<file path="src/rtl/kernel_pkg.sv">
// rtl/kernel_pkg.sv - shared types and default geometry for the kernel front-end
package kernel_pkg;

  localparam int KD_WIDTH    = 5;
  localparam int KD_HEIGHT   = 5;
  localparam int KD_BITWIDTH = 16;

  typedef enum logic [1:0] {
    ST_IDLE,
    ST_LOAD,
    ST_STREAM,
    ST_DRAIN
  } kd_state_t;

  typedef struct packed {
    logic valid;
    logic last;
  } kd_tag_t;

endpackage

</file>
<file path="src/rtl/kernel_driver_skew_line.sv">
// rtl/kernel_driver_skew_line.sv - zero-reset delay line of DEPTH words; DEPTH=0 is a plain wire
module skew_line #(
  parameter int DEPTH    = 1,
  parameter int BITWIDTH = 16
) (
  input  logic                i_clk,
  input  logic                i_rst,
  input  logic [BITWIDTH-1:0] i_data,
  output logic [BITWIDTH-1:0] o_data
);

  generate
    if (DEPTH == 0) begin : g_wire
      logic unused_clk_rst;
      assign unused_clk_rst = i_clk ^ i_rst;
      assign o_data = i_data;
    end else begin : g_regs
      logic [BITWIDTH-1:0] sr [DEPTH];

      always_ff @(posedge i_clk or posedge i_rst) begin
        if (i_rst) begin
          for (int k = 0; k < DEPTH; k++) sr[k] <= '0;
        end else begin
          sr[0] <= i_data;
          for (int k = 1; k < DEPTH; k++) sr[k] <= sr[k-1];
        end
      end

      assign o_data = sr[DEPTH-1];
    end
  endgenerate

endmodule

</file>
<file path="src/rtl/kernel_driver.sv">
// rtl/kernel_driver.sv - weight/data sequencer with diagonal skew and result tagging for one systolic kernel
// Optional KERNEL_DRIVER_PERF_EN adds saturating vector/bubble counters.
module kernel_driver
  import kernel_pkg::*;
#(
  parameter int WIDTH    = KD_WIDTH,
  parameter int HEIGHT   = KD_HEIGHT,
  parameter int BITWIDTH = KD_BITWIDTH,
  parameter int RES_LAT  = WIDTH + HEIGHT
) (
  input  logic                       i_clk,
  input  logic                       i_rst,
  input  logic                       i_w_valid,
  output logic                       o_w_ready,
  input  logic [WIDTH*BITWIDTH-1:0]  i_w_row,
  input  logic [BITWIDTH-1:0]        i_w_bias,
  input  logic                       i_d_valid,
  output logic                       o_d_ready,
  input  logic [HEIGHT*BITWIDTH-1:0] i_d_vec,
  input  logic                       i_d_last,
  output logic                       o_loading_weight,
  output logic [BITWIDTH-1:0]        o_bias,
  output logic [WIDTH*BITWIDTH-1:0]  o_weight,
  output logic [HEIGHT*BITWIDTH-1:0] o_data,
  input  logic [BITWIDTH-1:0]        i_result,
  output logic                       o_r_valid,
  output logic                       o_r_last,
  output logic [BITWIDTH-1:0]        o_r_data,
  output logic                       o_busy
`ifdef KERNEL_DRIVER_PERF_EN
  ,
  output logic [31:0]                o_perf_vectors,
  output logic [31:0]                o_perf_bubbles
`endif
);

  localparam logic [15:0] ROW_LAST   = 16'(HEIGHT - 1);
  localparam logic [15:0] DRAIN_LAST = 16'(RES_LAT + HEIGHT - 2);

  kd_state_t state, state_nxt;
  logic [15:0] row_cnt, drain_cnt;
  logic w_acc, d_acc;

  logic [HEIGHT*BITWIDTH-1:0] inj_vec;
  kd_tag_t inj_tag;
  kd_tag_t tag_pipe [RES_LAT];
  kd_tag_t tag_out;

  assign w_acc = i_w_valid & o_w_ready;
  assign d_acc = i_d_valid & o_d_ready;

  always_ff @(posedge i_clk or posedge i_rst) begin
    if (i_rst) state <= ST_IDLE;
    else       state <= state_nxt;
  end

  always_comb begin
    state_nxt = state;
    case (state)
      ST_IDLE:   if (w_acc) state_nxt = (HEIGHT == 1) ? ST_STREAM : ST_LOAD;
      ST_LOAD:   if (w_acc && row_cnt == ROW_LAST) state_nxt = ST_STREAM;
      ST_STREAM: if (d_acc && i_d_last) state_nxt = ST_DRAIN;
      ST_DRAIN:  if (drain_cnt == DRAIN_LAST) state_nxt = ST_IDLE;
      default:   state_nxt = ST_IDLE;
    endcase
  end

  always_comb begin
    o_w_ready = 1'b0;
    o_d_ready = 1'b0;
    o_busy    = 1'b1;
    case (state)
      ST_IDLE:   begin o_w_ready = 1'b1; o_busy = 1'b0; end
      ST_LOAD:   o_w_ready = 1'b1;
      ST_STREAM: o_d_ready = 1'b1;
      default:   ;
    endcase
  end

  // row_cnt holds rows accepted so far; the bias rides with the first row only
  always_ff @(posedge i_clk or posedge i_rst) begin
    if (i_rst) begin
      row_cnt   <= '0;
      drain_cnt <= '0;
      o_bias    <= '0;
    end else begin
      if (state == ST_IDLE && w_acc) begin
        row_cnt <= 16'd1;
        o_bias  <= i_w_bias;
      end else if (state == ST_LOAD && w_acc) begin
        row_cnt <= row_cnt + 16'd1;
      end
      drain_cnt <= (state == ST_DRAIN) ? drain_cnt + 16'd1 : 16'd0;
    end
  end

  assign o_loading_weight = w_acc;
  assign o_weight         = w_acc ? i_w_row : '0;

  // One injection register aligns row 0 with the kernel; rows 1.. then add i cycles of skew
  always_ff @(posedge i_clk or posedge i_rst) begin
    if (i_rst) begin
      inj_vec <= '0;
      inj_tag <= '0;
    end else begin
      inj_vec       <= d_acc ? i_d_vec : '0;
      inj_tag.valid <= d_acc;
      inj_tag.last  <= d_acc & i_d_last;
    end
  end

  generate
    for (genvar g = 0; g < HEIGHT; g++) begin : g_skew
      skew_line #(
        .DEPTH   (g),
        .BITWIDTH(BITWIDTH)
      ) u_skew (
        .i_clk (i_clk),
        .i_rst (i_rst),
        .i_data(inj_vec[g*BITWIDTH +: BITWIDTH]),
        .o_data(o_data[g*BITWIDTH +: BITWIDTH])
      );
    end
  endgenerate

  always_ff @(posedge i_clk or posedge i_rst) begin
    if (i_rst) begin
      for (int k = 0; k < RES_LAT; k++) tag_pipe[k] <= '0;
    end else begin
      tag_pipe[0] <= inj_tag;
      for (int k = 1; k < RES_LAT; k++) tag_pipe[k] <= tag_pipe[k-1];
    end
  end

  assign tag_out   = tag_pipe[RES_LAT-1];
  assign o_r_valid = tag_out.valid;
  assign o_r_last  = tag_out.last;
  assign o_r_data  = tag_out.valid ? i_result : '0;

`ifdef KERNEL_DRIVER_PERF_EN
  always_ff @(posedge i_clk or posedge i_rst) begin
    if (i_rst) begin
      o_perf_vectors <= '0;
      o_perf_bubbles <= '0;
    end else if (state == ST_IDLE && w_acc) begin
      o_perf_vectors <= '0;
      o_perf_bubbles <= '0;
    end else begin
      if (d_acc && o_perf_vectors != '1) o_perf_vectors <= o_perf_vectors + 32'd1;
      if (state == ST_STREAM && !d_acc && o_perf_bubbles != '1)
        o_perf_bubbles <= o_perf_bubbles + 32'd1;
    end
  end
`endif

endmodule

</file>
<file path="config.mk">
export PLATFORM = sky130hd
export DESIGN_NAME = kernel_driver
export DESIGN_NICKNAME = d
export VERILOG_FILES = /design/src/rtl/kernel_pkg.sv /design/src/rtl/kernel_driver_skew_line.sv /design/src/rtl/kernel_driver.sv
export SDC_FILE = /design/constraint.sdc
export NUM_CORES = 1
export LEC_CHECK = 0
export ABC_AREA = 1
export CORE_ASPECT_RATIO = 0.6
export CORE_MARGIN = 5
export CORE_UTILIZATION = 35
export DETAILED_ROUTE_END_ITERATION = 10
export PLACE_DENSITY_LB_ADDON = 0.1
export SLEW_MARGIN = 20
export SYNTH_ARGS = -nofsm -noshare
export SYNTH_HDL_FRONTEND = slang
export SYNTH_SLANG_ARGS = --single-unit
</file>
<file path="constraint.sdc">
create_clock -name i_clk -period 35.7 [get_ports i_clk]
set_clock_uncertainty 0.15 [all_clocks]
set_input_delay 10.71 -clock i_clk [delete_from_list [all_inputs] [get_ports i_clk]]
set_output_delay 10.71 -clock i_clk [all_outputs]
set_load 0.05 [all_outputs]
</file>
# After elaboration in Yosys (flattened, before gate mapping)
# Index checks and enable logic that the tools add are counted.
[op_classes]
n_eq_ne = 9
div = 0
mux = 14
n_lt_le_gt_ge = 0
shift = 0
n_mul = 0
n_bitwise = 3
add_sub_neg = 2
n_reduce_logical = 8
[ops]
columns = ["cell", "n"]
rows = [
  ["$mux W80", 2],
  ["$mux W16", 4],
  ["$add A16 B1 Y16 const B", 2],
  ["$eq A16 B3 Y1 const B", 1],
  ["$eq A16 B4 Y1 const B", 1],
  ["$mux W2", 4],
  ["$ne A2 B2 Y1 const B", 4],
  ["$pmux W2 S4", 1],
  ["$eq A2 B2 Y1 const B", 2],
  ["$logic_and A1 B1 Y1", 4],
  ["$reduce_and A4 Y1", 1],
  ["$and A1 B1 Y1", 3],
  ["$mux W1", 3],
  ["$eq A2 B1 Y1 const B", 1],
  ["$logic_not A2 Y1", 1],
  ["$reduce_bool A2 Y1", 1],
  ["$reduce_or A2 Y1", 1],
]
[word_totals]
reg_bits = 312
out_inout_bits = 198
latchBits = 0
wordCells = 73
input_bits = 197
ramBits = 0
romBits = 0
n_memories = 0

# Longest topological paths before layout
[depth]
ltp_word = 7
depth_mapped = 9
mapped_depth_nobuf = 9

# Cells and area by module
# From an unflattened synthesis, not the netlist that was laid out.
[unflattened]
cells_unflattened = 1049
hier_area_um2 = 11139.4
[by_module_without_submodules]
columns = ["mod", "instances", "area_per_inst_um2", "cells_per_inst", "seq_area_each_um2"]
rows = [
  ["kernel_driver", 1, 6640.1, 821, 3803.6],
  ["skew_line at g_skew[4].u_skew", 1, 1725.4, 81, 1601.5],
  ["skew_line at g_skew[3].u_skew", 1, 1325.0, 65, 1201.2],
  ["skew_line at g_skew[2].u_skew", 1, 924.6, 49, 800.8],
  ["skew_line at g_skew[1].u_skew", 1, 404.1, 17, 400.4],
  ["skew_line at g_skew[0].u_skew", 1, 120.1, 16, 0.0],
]

# Worst setup path before layout
# Ideal clock, no wire load.
[synth_path]
path_type = "input to output"
startpoint = "input port i_w_valid"
endpoint = "output port o_weight[0]"
arrival_ns = 11.757
n_path_buf = 2
slack_ns = 13.083
path_stages = 4
path_cell_list = "o21ai_2 > buf_2 > buf_2 > nor2_1"
[synth_via]
elab_chain_len = 2
[synth_lines]
columns = ["element", "line", "text"]
rows = [
  ["start: declaration", "kernel_driver.sv:13", "input logic i_w_valid,"],
  ["$and A1 B1 Y1", "kernel_driver.sv:49", "assign w_acc = i_w_valid & o_w_ready;"],
  ["$mux W80", "kernel_driver.sv:98", "assign o_weight = w_acc ? i_w_row : '0;"],
  ["end: declaration", "kernel_driver.sv:23", "output logic [WIDTH*BITWIDTH-1:0] o_weight,"],
]
# Every way passes these cells.

# Final worst setup path
[layout_path]
startpoint = "input port i_w_valid"
endpoint = "output port o_weight[37]"
# The elaborated chain is that of the path after synthesis.

==> metrics.md <==
| Metric | Value |
|---|---|
| Die area | `roughly 35000 µm²` |
| Post-CTS setup repair buffer count | `0` |
| Logic pwr share | `0.340` |
| First-pass DRT Iterations | `5` |
| Fin crit share | `0.6641` |
| Placed insts | `between 1500 and 2000` |
| DR vias | `7230` |
| Iter 0 DRT Violations | `392` |
| Root Driver | `clkbuf_16` |
| # IOs | `395` |
| Minimum clock period | `23710 ps` |
| Leading cell type in the layout, fill and taps excluded | `clkdlybuf4s50_1` |
| Worst hold path type | `flop to flop` |
| RePlAce Congestion | `around 0.91` |
| Mapped Nets | `1229` |
| Switching Share | `0.3688` |
| Drt wl/cell | `15.12 µm` |
| Worst Setup End Kind | `primary output` |
| Post-placement cell area | `roughly 15000 µm²` |
| #FFs+latches synth | `between 300 and 400` |
| Switching power | `0.4061 mW` |
| Run status | `complete, no violations` |
| Total GRT Usage | `0.1542` |
| Clock power frac | `0.276` |
| Synth warnings | `0` |
| Slew headroom | `0.3763` |
| CP most frequent cell | `clkdlybuf4s50_1` |
| Post-CTS resize count | `0` |
| Sequential power share | `0.384` |
| Hold slack | `about 180 ps` |
| Distinct cells, synth | `32` |
| Worst Tran Pin Value | `935.6 ps` |
| Mean Syn Cell Area | `10.70 µm²` |
| Fin cells | `1816` |
| Unrepaired setup endpoints after global routing | `no` |
| R2r setup slk | `~33000 ps` |
| CTS tree | `built` |
| P_leak | `8.200 nW` |
| Pwr Density | `a little under 70 nW/µm²` |
| GRT overflow | `0` |
| Diodes inserted | `0` |
| Clk sinks | `312` |
| Syn Inst Count | `1023` |
| Clk buf depth | `3` |
| Post-route design area | `15980 µm²` |
| Area grow syn2layout | `45.92%` |
| Fill cells | `2844` |
| Pin count of the biggest net entering global routing | `95` |
| Final setup violation count | `0` |
| Global-route wire length before repair | `42630 µm` |
| Max-slew violations | `0` |
| H-tree levels | `1` |
| Vias in the first global route | `~7300` |
| Detail Route Antenna Nets | `0` |
| Critical path peak fanout | `between 80 and 90` |
| Core Region | `31030 µm²` |
| Slowest CP cell | `clkdlybuf4s50_1` |
| DP Wirelength | `20220 µm` |
| Worst-path clk slew | `around 60 ps` |
| Required @ worst endpoint | `24840 ps` |
| Cell accounting for the most synthesized area | `dfrtp_1` |
| WS Path Type | `input pin to primary output` |
| Initial Utilization | `0.3529` |
| Share of layout cells above drive strength 1 | `0.05071` |
| Pre-CTS setup slack | `11960 ps` |
| Die Ht | `147.0 µm` |
| Drt total wl | `27450 µm` |
| # nets final | `between 1500 and 2000` |
| Clk Latency, worst-skew pair | `roughly 560 ps` |
| Sequential area share after synthesis | `0.7130` |
| Top cell type's share of synthesized area | `0.7130` |
| Final Util | `0.5150` |
| TNS Setup | `0 ps` |
| Slowest cell delay on critical path | `740 ps` |
| Row count | `50` |
| Most frequent cells in the layout | `clkdlybuf4s50_1 (394), dfrtp_1 (312), nor2_1 (218)` |
| Worst vdd ir | `about 0.068 mV` |
| Internal power | `slightly below 0.7 mW` |
| Via-to-Cell Ratio | `around 4` |
| Final WS setup | `roughly 12000 ps` |
| Port Buf Inserts | `394` |
| Final hold violations | `0` |
| CP startpoint kind | `input pin` |
| Cts hold-fix bufs | `0` |
| Maxcap violations | `0` |
| Antenna violations before repair | `1` |
| Max Clock Freq | `between 0.04 and 0.05 GHz` |
| Post-synthesis cell area | `between 10000 and 15000 µm²` |
| TritonCTS buffer count | `28` |
| CP Cell Sequence | `clkdlybuf4s50_1 > o21ai_4 > buf_4 > nor2_1 > clkdlybuf4s50_1` |
| Residual DRC count | `0` |
| Die width | `approximately 240 µm` |
| Total Power | `1.101 mW` |
| WP data arrival | `roughly 13000 ps` |
| Ranking of synthesized cells by area | `dfrtp_1 (71%), nor2_1 (7.5%), inv_1 (7.1%)` |
[routing by layer]
layer | GRT usage | share of wire
met5 | 0 | 0
met4 | 0.04100 | 0.029
met3 | 0.03358 | 0.049
met2 | 0.2372 | 0.47
met1 | 0.2234 | 0.46
[cells in the mapped netlist, drive strengths merged]
master  count
dfrtp     312
nor2      224
inv       211
nand2     120
buf        70
nand3      17
o21ai      17
a21oi      12
ha          9
nand4       9
nor3        8
xor2        4
clkbuf      3
a31oi       1
clkinv      1
nand3b      1
nor3b       1
nor4        1
o211a       1
or2         1
[kinds of logic after synthesis]
kind of cell             synth area share
adder cells (fa/ha/maj)           0.01028
buffers and inverters              0.1160
AO/OA/AOI/OAI                     0.01542
flip-flops                         0.7130
AND/OR/NAND/NOR                    0.1421
XOR/XNOR                         0.003199
[flip-flops by register name, indices dropped and copies added (netlist names)]
name	cells
g_skew.u_skew.o_data	64
g_skew.u_skew.g_regs.sr	96
inj_vec	80
state	2
drain_cnt	16
inj_tag	2
o_r_last	1
o_bias	16
o_r_valid	1
tag_pipe	18
row_cnt	16
[cell type report]
| type | instances | area [µm²] | share of cell area |
|---|---|---|---|
| clock buffer | 37 | 774.5 | 0.04847 |
| clock inverter | 12 | 171.4 | 0.01073 |
| timing repair buffer | 401 | 4016 | 0.2514 |
| tap | 416 | 520.5 | 0.03257 |
| inverter | 212 | 803.3 | 0.05027 |
| sequential | 312 | 7807 | 0.4886 |
| multi-input combinational | 426 | 1886 | 0.1180 |
[final timing paths]
check / start / endpoint / depth (start not counted)
min in group asynchronous: i_rst / o_bias[12] / 2
setup / recovery: i_w_valid / o_weight[37] / 5
max in group asynchronous: i_rst / inj_vec[47] / 5
hold / removal: g_skew[3].u_skew.g_regs.sr[30] / g_skew[3].u_skew.o_data[14] / 0
hold reg to reg: g_skew[3].u_skew.g_regs.sr[30] / g_skew[3].u_skew.o_data[14] / 0
setup reg to reg: state[0] / row_cnt[3] / 7
[critical path: cells and delay by family]
family	cells	cell delay, ps
and+or+nand+nor	1	120
AOI/OAI and AO/OA	1	80
buffers and inverters	3	1860
[power by group through the flow]
stage	combinational, mW	sequential (mW)	clock (mW)
global placement	0.377	0.427	0
detailed placement	0.378	0.429	0
global route	0.397	0.428	0.331
floorplan	0.201	0.473	0
finish	0.375	0.422	0.304
CTS	0.379	0.423	0.317
Note: power is estimated with default switching activity, not from simulation.
